===== src/rtl/min_search_seq.sv =====
// Search-window minimum sequencer: reduces 16-lane SAD beats with a 16-way min tree and
// tracks the global (SAD, {group, lane}) minimum across NUM_GROUPS beats.
module min_search_seq #(
  parameter int ELEMENT_BIT_DEPTH = 14,
  parameter int NUM_GROUPS        = 16,
  localparam int GRP_W = (NUM_GROUPS > 1) ? $clog2(NUM_GROUPS) : 1
) (
  input  logic                            clk,
  input  logic                            rst,
  input  logic                            start,
  input  logic [16*ELEMENT_BIT_DEPTH-1:0] sad_array,
  input  logic                            sad_valid,
  output logic                            sad_ready,
  output logic                            busy,
  output logic                            result_valid,
  input  logic                            result_ready,
  output logic [ELEMENT_BIT_DEPTH-1:0]    best_sad,
  output logic [GRP_W+3:0]                best_index
);
  localparam int EBD = ELEMENT_BIT_DEPTH;
  localparam logic [GRP_W-1:0] LAST_GRP = GRP_W'(NUM_GROUPS - 1);

  // Handshakes: a beat transfers on a rising edge where sad_valid && sad_ready; the result
  // transfers on a rising edge where result_valid && result_ready. Outputs stay stable while
  // result_valid is high and result_ready is low.

  typedef enum logic [1:0] {IDLE, ACCUM, DRAIN, DONE} state_t;
  state_t state, state_nxt;

  logic             accept;
  logic [GRP_W-1:0] grp;
  logic             s1_valid, s1_first, s1_last;
  logic [EBD-1:0]   s1_min;
  logic [GRP_W+3:0] s1_idx;
  logic             s2_last;
  logic [EBD-1:0]   run_min;
  logic [GRP_W+3:0] run_idx;

  // MIN_16 tree; on equal values the left (lower-lane) operand wins at every level.
  logic [EBD-1:0] l0_v [16];
  logic [3:0]     l0_i [16];
  logic [EBD-1:0] l1_v [8];
  logic [3:0]     l1_i [8];
  logic [EBD-1:0] l2_v [4];
  logic [3:0]     l2_i [4];
  logic [EBD-1:0] l3_v [2];
  logic [3:0]     l3_i [2];
  logic [EBD-1:0] lane_min;
  logic [3:0]     lane_idx;

  always_comb begin
    for (int k = 0; k < 16; k++) begin
      l0_v[k] = sad_array[k*EBD +: EBD];
      l0_i[k] = 4'(k);
    end
    for (int k = 0; k < 8; k++) begin
      l1_v[k] = (l0_v[2*k+1] < l0_v[2*k]) ? l0_v[2*k+1] : l0_v[2*k];
      l1_i[k] = (l0_v[2*k+1] < l0_v[2*k]) ? l0_i[2*k+1] : l0_i[2*k];
    end
    for (int k = 0; k < 4; k++) begin
      l2_v[k] = (l1_v[2*k+1] < l1_v[2*k]) ? l1_v[2*k+1] : l1_v[2*k];
      l2_i[k] = (l1_v[2*k+1] < l1_v[2*k]) ? l1_i[2*k+1] : l1_i[2*k];
    end
    for (int k = 0; k < 2; k++) begin
      l3_v[k] = (l2_v[2*k+1] < l2_v[2*k]) ? l2_v[2*k+1] : l2_v[2*k];
      l3_i[k] = (l2_v[2*k+1] < l2_v[2*k]) ? l2_i[2*k+1] : l2_i[2*k];
    end
    lane_min = (l3_v[1] < l3_v[0]) ? l3_v[1] : l3_v[0];
    lane_idx = (l3_v[1] < l3_v[0]) ? l3_i[1] : l3_i[0];
  end

  assign accept = (state == ACCUM) && sad_valid;

  always_ff @(posedge clk) begin
    if (rst) state <= IDLE;
    else     state <= state_nxt;
  end

  always_comb begin
    state_nxt = state;
    case (state)
      IDLE:    if (start) state_nxt = ACCUM;
      ACCUM:   if (accept && grp == LAST_GRP) state_nxt = DRAIN;
      DRAIN:   if (s2_last) state_nxt = DONE;
      DONE:    if (result_ready) state_nxt = IDLE;
      default: state_nxt = IDLE;
    endcase
  end

  always_comb begin
    sad_ready    = (state == ACCUM);
    busy         = (state != IDLE);
    result_valid = (state == DONE);
  end

  always_ff @(posedge clk) begin
    if (rst) begin
      grp      <= '0;
      s1_valid <= 1'b0;
      s1_first <= 1'b0;
      s1_last  <= 1'b0;
      s1_min   <= '0;
      s1_idx   <= '0;
      s2_last  <= 1'b0;
      run_min  <= '0;
      run_idx  <= '0;
    end else begin
      if (state == IDLE)  grp <= '0;
      else if (accept)    grp <= grp + 1'b1;
      s1_valid <= accept;
      if (accept) begin
        s1_min   <= lane_min;
        s1_idx   <= {grp, lane_idx};
        s1_first <= (grp == '0);
        s1_last  <= (grp == LAST_GRP);
      end
      // Strict less-than keeps the earliest index on cross-beat ties.
      if (s1_valid && (s1_first || s1_min < run_min)) begin
        run_min <= s1_min;
        run_idx <= s1_idx;
      end
      s2_last <= s1_valid && s1_last;
    end
  end

  assign best_sad   = run_min;
  assign best_index = run_idx;
endmodule


===== config.mk =====
export PLATFORM = sky130hd
export DESIGN_NAME = min_search_seq
export DESIGN_NICKNAME = d
export VERILOG_FILES = /design/src/rtl/min_search_seq.sv
export SDC_FILE = /design/constraint.sdc
export NUM_CORES = 1
export LEC_CHECK = 0
export ABC_AREA = 0
export CAP_MARGIN = 40
export CORE_UTILIZATION = 55
export CTS_CLUSTER_DIAMETER = 150
export DETAILED_ROUTE_END_ITERATION = 8
export HOLD_SLACK_MARGIN = 0.12
export PLACE_DENSITY = 0.86
export SETUP_SLACK_MARGIN = 0.05
export SKIP_LAST_GASP = 1
export SLEW_MARGIN = 20
export SYNTH_ARGS = -nofsm -noshare
export SYNTH_HDL_FRONTEND = slang
export SYNTH_SLANG_ARGS = --single-unit

===== constraint.sdc =====
create_clock -name clk -period 16.2 [get_ports clk]
set_input_delay 1.62 -clock clk [delete_from_list [all_inputs] [get_ports clk]]
set_output_delay 1.62 -clock clk [all_outputs]
set_load 0.05 [all_outputs]

==> results of run 1 <==
==> area by class of cell <==
cell class | instances | area [sq um] | area share
Tap cell | 220 | 275.3 | 0.02194
Sequential cell | 54 | 1081 | 0.08616
Inverter | 181 | 679.4 | 0.05415
Clock inverter | 2 | 13.76 | 0.001097
Clock buffer | 6 | 128.9 | 0.01027
Timing Repair Buffer | 268 | 2675 | 0.2132
Multi-Input combinational cell | 1004 | 7694 | 0.6132
==> stage by stage <==
stage	hold slack, ns	cell area [sq um]
global route	0.4757	12550
floorplan	0.4319	9600
finish	0.4573	12550
global placement	0.4436	12330
detailed placement	0.4493	12360
CTS	0.4577	12500
==> power groups by stage <==
| stage | Sequential [uW] | Clock [uW] | Combinational, uW |
|---|---|---|---|
| after floorplan | 170 | 0 | 670 |
| final | 172 | 104 | 952 |
| after detailed placement | 174 | 0 | 925 |
| after global placement | 173 | 0 | 894 |
| after global routing | 175 | 109 | 1050 |
| after CTS | 172 | 104 | 930 |
==> logic make-up after synthesis <==
family          Yosys count
fa+ha+maj               203
flops                    54
compound gates          327
simple gates            329
mux                     136
buf+inv                 223
xor+xnor                  9
==> cell usage in the layout, fill, tap and decap left out, types with 3 or more instances in the layout <==
cell / n
sky130_fd_sc_hd__clkdlybuf4s50_1: 253
sky130_fd_sc_hd__a21o_1: 45
sky130_fd_sc_hd__a311o_1: 3
sky130_fd_sc_hd__o311ai_1: 10
sky130_fd_sc_hd__dfxtp_1: 54
sky130_fd_sc_hd__inv_1: 180
sky130_fd_sc_hd__o22ai_1: 7
sky130_fd_sc_hd__o2111a_1: 4
sky130_fd_sc_hd__mux2i_1: 120
sky130_fd_sc_hd__and4_1: 3
sky130_fd_sc_hd__a21oi_1: 114
sky130_fd_sc_hd__a221oi_1: 3
sky130_fd_sc_hd__nor3_1: 16
sky130_fd_sc_hd__o21ai_0: 60
sky130_fd_sc_hd__o21ai_1: 11
sky130_fd_sc_hd__mux2_4: 3
sky130_fd_sc_hd__buf_8: 3
sky130_fd_sc_hd__nand3_1: 44
sky130_fd_sc_hd__buf_4: 10
sky130_fd_sc_hd__nand4_1: 25
sky130_fd_sc_hd__xnor2_1: 7
sky130_fd_sc_hd__nor3b_1: 3
sky130_fd_sc_hd__a221o_1: 3
sky130_fd_sc_hd__and3_1: 8
sky130_fd_sc_hd__clkbuf_16: 5
sky130_fd_sc_hd__nor2_1: 113
sky130_fd_sc_hd__o2111ai_1: 7
sky130_fd_sc_hd__nand2_1: 76
sky130_fd_sc_hd__ha_1: 202
sky130_fd_sc_hd__a31oi_1: 4
sky130_fd_sc_hd__o211ai_1: 6
sky130_fd_sc_hd__mux2_2: 12
sky130_fd_sc_hd__a211oi_1: 13
sky130_fd_sc_hd__o21a_1: 8
sky130_fd_sc_hd__and2_1: 6
sky130_fd_sc_hd__a211o_1: 3
sky130_fd_sc_hd__nor2b_1: 8
sky130_fd_sc_hd__nand2b_1: 13
sky130_fd_sc_hd__o311a_1: 3
==> worst max path at each step <==
stage                   start                       to  slack (ns)  cells after the start
6_report        sad_array[31]   s1_min[0]$_SDFFE_PP0P_        5.28                     43
5_1_grt        sad_array[121]   s1_min[0]$_SDFFE_PP0P_        4.47                     43
4_1_cts         sad_array[31]   s1_min[0]$_SDFFE_PP0P_        4.96                     42
3_5_place_dp    sad_array[31]   s1_min[0]$_SDFFE_PP0P_        4.69                     42
3_3_place_gp    sad_array[31]   s1_min[0]$_SDFFE_PP0P_        4.81                     42
2_1_floorplan   sad_array[31]  s1_min[12]$_SDFFE_PP0P_        6.26                     43
==> cells in the mapped netlist, types with 3 or more instances <==
| cell type | count |
|---|---|
| sky130_fd_sc_hd__dfxtp_1 | 54 |
| sky130_fd_sc_hd__nand3_1 | 44 |
| sky130_fd_sc_hd__ha_1 | 202 |
| sky130_fd_sc_hd__nor3_1 | 16 |
| sky130_fd_sc_hd__o2111a_1 | 4 |
| sky130_fd_sc_hd__inv_1 | 180 |
| sky130_fd_sc_hd__nand2b_1 | 13 |
| sky130_fd_sc_hd__o2111ai_1 | 7 |
| sky130_fd_sc_hd__buf_1 | 6 |
| sky130_fd_sc_hd__nor2_1 | 113 |
| sky130_fd_sc_hd__o21ai_1 | 11 |
| sky130_fd_sc_hd__a211oi_1 | 13 |
| sky130_fd_sc_hd__mux2i_1 | 120 |
| sky130_fd_sc_hd__xnor2_1 | 7 |
| sky130_fd_sc_hd__mux2_2 | 12 |
| sky130_fd_sc_hd__clkbuf_1 | 32 |
| sky130_fd_sc_hd__mux2_4 | 3 |
| sky130_fd_sc_hd__o21ai_0 | 60 |
| sky130_fd_sc_hd__a21oi_1 | 115 |
| sky130_fd_sc_hd__nand4_1 | 25 |
| sky130_fd_sc_hd__a21o_1 | 45 |
| sky130_fd_sc_hd__a221oi_1 | 3 |
| sky130_fd_sc_hd__a221o_1 | 3 |
| sky130_fd_sc_hd__o21a_1 | 8 |
| sky130_fd_sc_hd__nand2_1 | 76 |
| sky130_fd_sc_hd__o311ai_1 | 10 |
| sky130_fd_sc_hd__a31oi_1 | 5 |
| sky130_fd_sc_hd__a211o_1 | 3 |
| sky130_fd_sc_hd__nor2b_1 | 8 |
| sky130_fd_sc_hd__and3_1 | 8 |
| sky130_fd_sc_hd__and2_1 | 6 |
| sky130_fd_sc_hd__a311o_1 | 3 |
| sky130_fd_sc_hd__and4_1 | 3 |
| sky130_fd_sc_hd__nor3b_1 | 3 |
| sky130_fd_sc_hd__o211ai_1 | 6 |
| sky130_fd_sc_hd__o311a_1 | 3 |
| sky130_fd_sc_hd__o22ai_1 | 7 |
==> worst max-delay path, delay by kind of cell <==
kind / cells / cell delay, ns
buffers and inverters: 8 / 1.85
muxes: 2 / 0.76
and+or+nand+nor: 13 / 1.98
AOI/OAI and AO/OA: 16 / 3.69
adders and majority gates: 4 / 1.21
==> registers in the layout (all words and copies together) (netlist names) <==
name,flops
s1_idx,8
grp,4
s2_last,1
s1_min,14
state,2
s1_last,1
s1_first,1
best_sad,14
s1_valid,1
best_index,8
==> per-layer routing <==
metal,wire length [um],share of wire
met2,13510,0.48
met3,1607,0.057
met5,0,0
met4,511,0.018
met1,12390,0.44
==> results.py, run 1 <==
metrics = {
    "final_layout": {
        "final-instance-count-excl-fill": 1735,
        "drive_above_1_share": 0.03498,
        "filler_cell_count": 1309,
        "diodes": 0,
        "flow.area_growth_from_synthesis_pct": 30.69,
        "num-nets-final": 1945,
        "postLayoutCoreUtil": 0.7460,
    },
    "logic_synthesis": {
        "synth_top_flop_cell": "sky130_fd_sc_hd__dfxtp_1",
        "synth_seq_cells": 54,
        "synthAdderAreaFrac": 0.2643,
        "synth_edf_count": 0,
        "syn_avg_cell_area_sq_um": 7.495,
        "post_synth_xor_area_fraction": 0.008211,
        "post-synth-top-area-fraction": 0.2633,
        "synthDistinctLibCells": 70,
        "synthArstFlopShare": 0,
        "synth_fp_nets": 1712,
        "post_synth_inst_count": 1281,
        "ys_seq_area_frac": 0.1126,
        "area_fraction_in_compound_gates_after_synthesis": 0.2204,
        "synth_area_leaders": "sky130_fd_sc_hd__ha_1 26%, sky130_fd_sc_hd__mux2i_1 13%, sky130_fd_sc_hd__dfxtp_1 11%, sky130_fd_sc_hd__inv_1 7.0%, sky130_fd_sc_hd__a21oi_1 6.0%",
        "post_synthesis_instance_area_sq_um": 9600,
        "main_combinational_cell_family_by_area_after_synthesis": "adder cells",
        "post-synth-top-area-cell": "sky130_fd_sc_hd__ha_1",
        "synth.area.mux_share": 0.1451,
        "synth_warn": 0,
        "simple_logic_cell_fraction_of_the_synthesized_area": 0.1612,
    },
    "sta": {
        "slew-limit-headroom": 0.5238,
        "grt_setup_unrepaired": "false",
        "timing_worst_slew_pin_value_ns": 0.7126,
        "finalHoldViolations": 0,
        "clock_skew_ns": 0.009565,
        "setup_slack_ns": 5.279,
        "timing.final.setup_violations": 0,
        "post_route_setup_tns_ns": 0,
        "timing.final.crit_share": 0.6741,
        "fin_crit_ns": 10.92,
        "slew_viol_final": 0,
        "achievable-frequency_mhz": 91.57,
    },
    "min_path": {
        "hold_class": "reg2reg",
        "hold-path-cell-count": 2,
        "hold_end": "s1_idx[5]$_SDFFE_PP0P_",
        "hold_start": "s1_idx[5]$_SDFFE_PP0P_",
    },
    "clocking": {
        "postCtsResizedCells": 0,
        "clock_tree_from_tritoncts": "built",
        "clockBufferDepth": 2,
        "clkSlewWorstSetupHoldPaths_ns": 0.07,
        "cts-root-buf": "sky130_fd_sc_hd__clkbuf_16",
        "htree_num_levels": 2,
        "post_cts.repair.setup_buffers": 0,
        "cts-buffers-inserted": 5,
        "numClockSinks": 54,
        "cts.hold.buffers_added": 0,
        "clkLatencyLatePin_ns": 0.29,
    },
    "setup_path": {
        "arrival_ns": 11.10,
        "worstRegToRegCells": 18,
        "setup.reg_to_reg.worst_slack_ns": 12.44,
        "critical_path_required_ns": 16.38,
        "critical-path-top-cell-by-count": "sky130_fd_sc_hd__a21oi_1",
        "reg2reg_from": "best_sad[1]$_SDFFE_PP0P_",
        "worst_path_max_delay_cell": "sky130_fd_sc_hd__a211oi_4",
        "worst_setup_path_start_kind": "primary input",
        "critical_path_end_type": "flip-flop",
        "critical-path-max-stage-delay_ns": 0.59,
        "regToRegEndpoint": "best_index[0]$_SDFFE_PP0P_",
        "worstSetupPathType": "in2reg",
        "worstPathMaxFanout": 30,
    },
    "die": {
        "die_width_um": 134.1,
        "floorplan.initialDensity": 0.5708,
        "std_cell_rows": 47,
        "design.core.area_sq_um": 16820,
        "design.portCount": 254,
        "die_h_um": 134.1,
        "die-area_sq_um": 17990,
    },
    "placed_design": {
        "dp_hpwl_mm": 24.03,
        "pre_cts_slack_ns": 4.686,
        "finalWeightedCongestion": 0.9456,
        "dp.cells": 1723,
        "buffer_ports.inserted": 253,
    },
    "global_routing": {
        "grtUsageTotal": 0.3004,
        "grt-ovfl-total": 0,
        "grt_pass1_wl_mm": 44.69,
        "grt_start_max_net_pins": 39,
        "grt_pass1_vias": 9744,
        "global_routing_met1_resource_utilization": 0.3868,
        "groute.layer.met2.usage": 0.5345,
        "globalRouteMet3Util": 0.02910,
        "globalRoute.busiestLayer": "met2",
        "initial_antenna_violation_count": 0,
    },
    "drt": {
        "routedWlPerCell_um": 16.15,
        "finalWirelength_mm": 28.02,
        "detail_route.vias_per_cell": 5.859,
        "post-route-drc-count": 0,
        "first_pass_iters": 6,
        "first_iter_violations": 724,
        "drt.antenna.violating_nets": 0,
        "via_total_after_detailed_routing": 10170,
    },
    "outcome": {
        "status": "complete, no violations",
    },
    "run": {
        "max_cap_violations": 0,
    },
    "pwr": {
        "internal_power_uw": 622.5,
        "power.share.combinational": 0.775,
        "power.static_leakage_uw": 0.006144,
        "flop_pwr_share": 0.140,
        "p_sw_uw": 606.6,
        "total_power_density_per_cell_area_nw_per_um2": 97.96,
        "fin_total_pwr_uw": 1229,
        "share_clk_of_total_power": 0.085,
        "netSwitchingFraction": 0.4935,
        "ir_worst_vdd_v": 0.0001124,
    },
}
Power figures use the tool's default switching activity.
==> inputs of run 2 (changes only) <==
--- a/config.mk
+++ b/config.mk
@@ -7,11 +7,11 @@
 export LEC_CHECK = 0
 export ABC_AREA = 0
 export CAP_MARGIN = 40
-export CORE_UTILIZATION = 55
+export CORE_UTILIZATION = 46
 export CTS_CLUSTER_DIAMETER = 150
 export DETAILED_ROUTE_END_ITERATION = 8
 export HOLD_SLACK_MARGIN = 0.12
-export PLACE_DENSITY = 0.86
+export PLACE_DENSITY = 0.76
 export SETUP_SLACK_MARGIN = 0.05
 export SKIP_LAST_GASP = 1
 export SLEW_MARGIN = 20
==> constraint.sdc (replaced) <==
create_clock -name clk -period 9.33 [get_ports clk]
set_input_delay 0.933 -clock clk [delete_from_list [all_inputs] [get_ports clk]]
set_output_delay 0.933 -clock clk [all_outputs]
set_load 0.05 [all_outputs]
==> run 2 against run 1 <==
  * Count of clock-buffer cells in the layout fell by 1
  * Worst hold slack improved by 0.0034 ns
  * Flip-flop and latch count did not move
==> results.py, run 2 (synthesis gave the netlist of run 1 again) <==
metrics = {
    "sta": {
        "timing.final.crit_share": 0.9374,
        "slew_viol_final": 0,
        "timing.final.setup_violations": 0,
        "slew-limit-headroom": 0.5311,
        "fin_crit_ns": 8.746,
        "clock_skew_ns": 0.009107,
        "timing_worst_slew_pin_value_ns": 0.7016,
        "achievable-frequency_mhz": 114.3,
        "holdWs_ns": 0.4606,
        "finalHoldViolations": 0,
    },
    "clocking": {
        "clock_tree_from_tritoncts": "built",
        "numClockSinks": 54,
        "clockBufferDepth": 2,
        "clkLatencyLatePin_ns": 0.29,
        "htree_num_levels": 2,
        "cts-root-buf": "sky130_fd_sc_hd__clkbuf_16",
        "clkSlewWorstSetupHoldPaths_ns": 0.07,
        "cts-buffers-inserted": 5,
    },
    "final_layout": {
        "postLayoutCellArea_sq_um": 12880,
        "most_common_cell_after_layout_fill_and_taps_aside": "sky130_fd_sc_hd__clkdlybuf4s50_1",
        "diodes": 0,
        "final-instance-count-excl-fill": 1803,
        "postLayoutCoreUtil": 0.6327,
        "flow.area_growth_from_synthesis_pct": 34.21,
        "num-nets-final": 1963,
        "drive_above_1_share": 0.05610,
        "mostFrequentLayoutCells": "253 x sky130_fd_sc_hd__clkdlybuf4s50_1, 202 x sky130_fd_sc_hd__ha_1, 180 x sky130_fd_sc_hd__inv_1, 113 x sky130_fd_sc_hd__a21oi_1, 113 x sky130_fd_sc_hd__nor2_1",
    },
    "die": {
        "design.portCount": 254,
        "design.core.area_sq_um": 20360,
        "die_width_um": 146.5,
        "die_h_um": 146.5,
        "die-area_sq_um": 21450,
        "floorplan.initialDensity": 0.4714,
        "std_cell_rows": 52,
    },
    "setup_path": {
        "critical-path-max-stage-delay_ns": 0.51,
        "critical_path_end_type": "flip-flop",
        "worst_setup_path_start_kind": "primary input",
        "setup.reg_to_reg.worst_slack_ns": 5.59,
        "worstSetupPathType": "in2reg",
        "worstPathMaxFanout": 12,
        "worst_path_max_delay_cell": "sky130_fd_sc_hd__clkdlybuf4s50_1",
        "arrival_ns": 8.93,
        "critical-path-top-cell-by-count": "sky130_fd_sc_hd__o21ai_0",
        "critical_path_required_ns": 9.52,
    },
    "drt": {
        "via_total_after_detailed_routing": 10030,
        "drt.antenna.violating_nets": 0,
        "first_pass_iters": 5,
        "routedWlPerCell_um": 15.40,
        "post-route-drc-count": 0,
        "detail_route.vias_per_cell": 5.564,
        "finalWirelength_mm": 27.76,
        "first_iter_violations": 636,
    },
    "min_path": {
        "hold_class": "reg2reg",
    },
    "global_routing": {
        "grt_pass1_wl_mm": 44.88,
        "grt-ovfl-total": 0,
        "initial_antenna_violation_count": 0,
        "grt_start_max_net_pins": 39,
        "grtUsageTotal": 0.2515,
        "grt_pass1_vias": 9469,
    },
    "placed_design": {
        "dp_hpwl_mm": 23.92,
        "finalWeightedCongestion": 0.9876,
        "post_dp_cell_area_sq_um": 12540,
        "buffer_ports.inserted": 253,
        "dp.cells": 1788,
    },
    "outcome": {
        "status": "complete, no violations",
    },
    "run": {
        "max_cap_violations": 0,
    },
    "pwr": {
        "power.static_leakage_uw": 0.006235,
        "ir_worst_vdd_v": 0.0001222,
        "total_power_density_per_cell_area_nw_per_um2": 176.8,
    },
}
==> run 2: cell types whose count changed in the layout (fill, tap and decap cells not counted), moves of 3 or more <==
cell / change
sky130_fd_sc_hd__buf_4: +15
sky130_fd_sc_hd__mux2i_1: -9
sky130_fd_sc_hd__mux2i_2: +5
sky130_fd_sc_hd__mux2i_4: +4
sky130_fd_sc_hd__buf_8: -3
==> run 2: through the flow <==
step / power (uW) / setup WS, ns / setup TNS [ns]
final: 2278 / 0.5843 / 0
after floorplan: 1459 / 0.07830 / 0
after CTS: 2169 / 0.3318 / 0
after detailed placement: 1949 / 0.04223 / 0
after global routing: 2473 / -0.01208 / -0.03934
after global placement: 1905 / 0.3107 / 0
==> run 2: power by group <==
group / switching, uW / internal [uW] / leakage, uW / total [uW]
Clock: 86.2 / 128 / 0.0000844 / 214
Sequential: 31.5 / 266 / 0.000437 / 297
Combinational: 981 / 786 / 0.00571 / 1770
Total: 1100 / 1180 / 0.00624 / 2280
==> run 2: cell type report <==
class / instances / area, sq um
inverter: 181 / 679.4
timing repair buffer: 284 / 2793
sequential: 54 / 1081
multi-input combinational: 1006 / 7821
clock buffer: 5 / 125.1
fill: 1817 / 7480
tap: 270 / 337.8
clock inverter: 3 / 47.55
==> run 2: path summary, 6_finish.rpt <==
check                            from                          to  cells past startpoint
min reg2reg      s1_last$_SDFFE_PP0P_        s1_last$_SDFFE_PP0P_                      2
min              s1_last$_SDFFE_PP0P_        s1_last$_SDFFE_PP0P_                      2
max reg2reg  best_sad[1]$_SDFFE_PP0P_  best_index[1]$_SDFFE_PP0P_                     18
max                    sad_array[143]      s1_min[0]$_SDFFE_PP0P_                     43
==> run 2: what timing repair did <==
item | 4_1_cts | 5_1_grt
gates resized for setup | 0 | 26
hold buffers | 0 | 0
setup buffers | 0 | 3
endpoints found under the hold margin | 0 | 0
endpoints found under the setup margin | 0 | 18
==> run 2: metal layers <==
layer	GRT usage	share of wire	vias to the layer above
met5	0	0	-
met4	0.06094	0.020	0
met3	0.02688	0.054	45
met2	0.4302	0.47	307
met1	0.3359	0.46	4573
li1	-	-	5107
==> run 2: worst max-delay path, delay by kind of cell <==
family,cells,cell delay (ns)
buffers and inverters,6,1.29
and+or+nand+nor,15,2.00
AOI/OAI and AO/OA,18,3.42
adders and majority gates,4,1.28
==> inputs of run 3 (changes only) <==
--- a/config.mk
+++ b/config.mk
@@ -13,7 +13,6 @@
 export HOLD_SLACK_MARGIN = 0.12
 export PLACE_DENSITY = 0.76
 export SETUP_SLACK_MARGIN = 0.05
-export SKIP_LAST_GASP = 1
 export SLEW_MARGIN = 20
 export SYNTH_ARGS = -nofsm -noshare
 export SYNTH_HDL_FRONTEND = slang
==> results of run 3 <==
Final layout, timing and power as in run 2 (identical DEF).
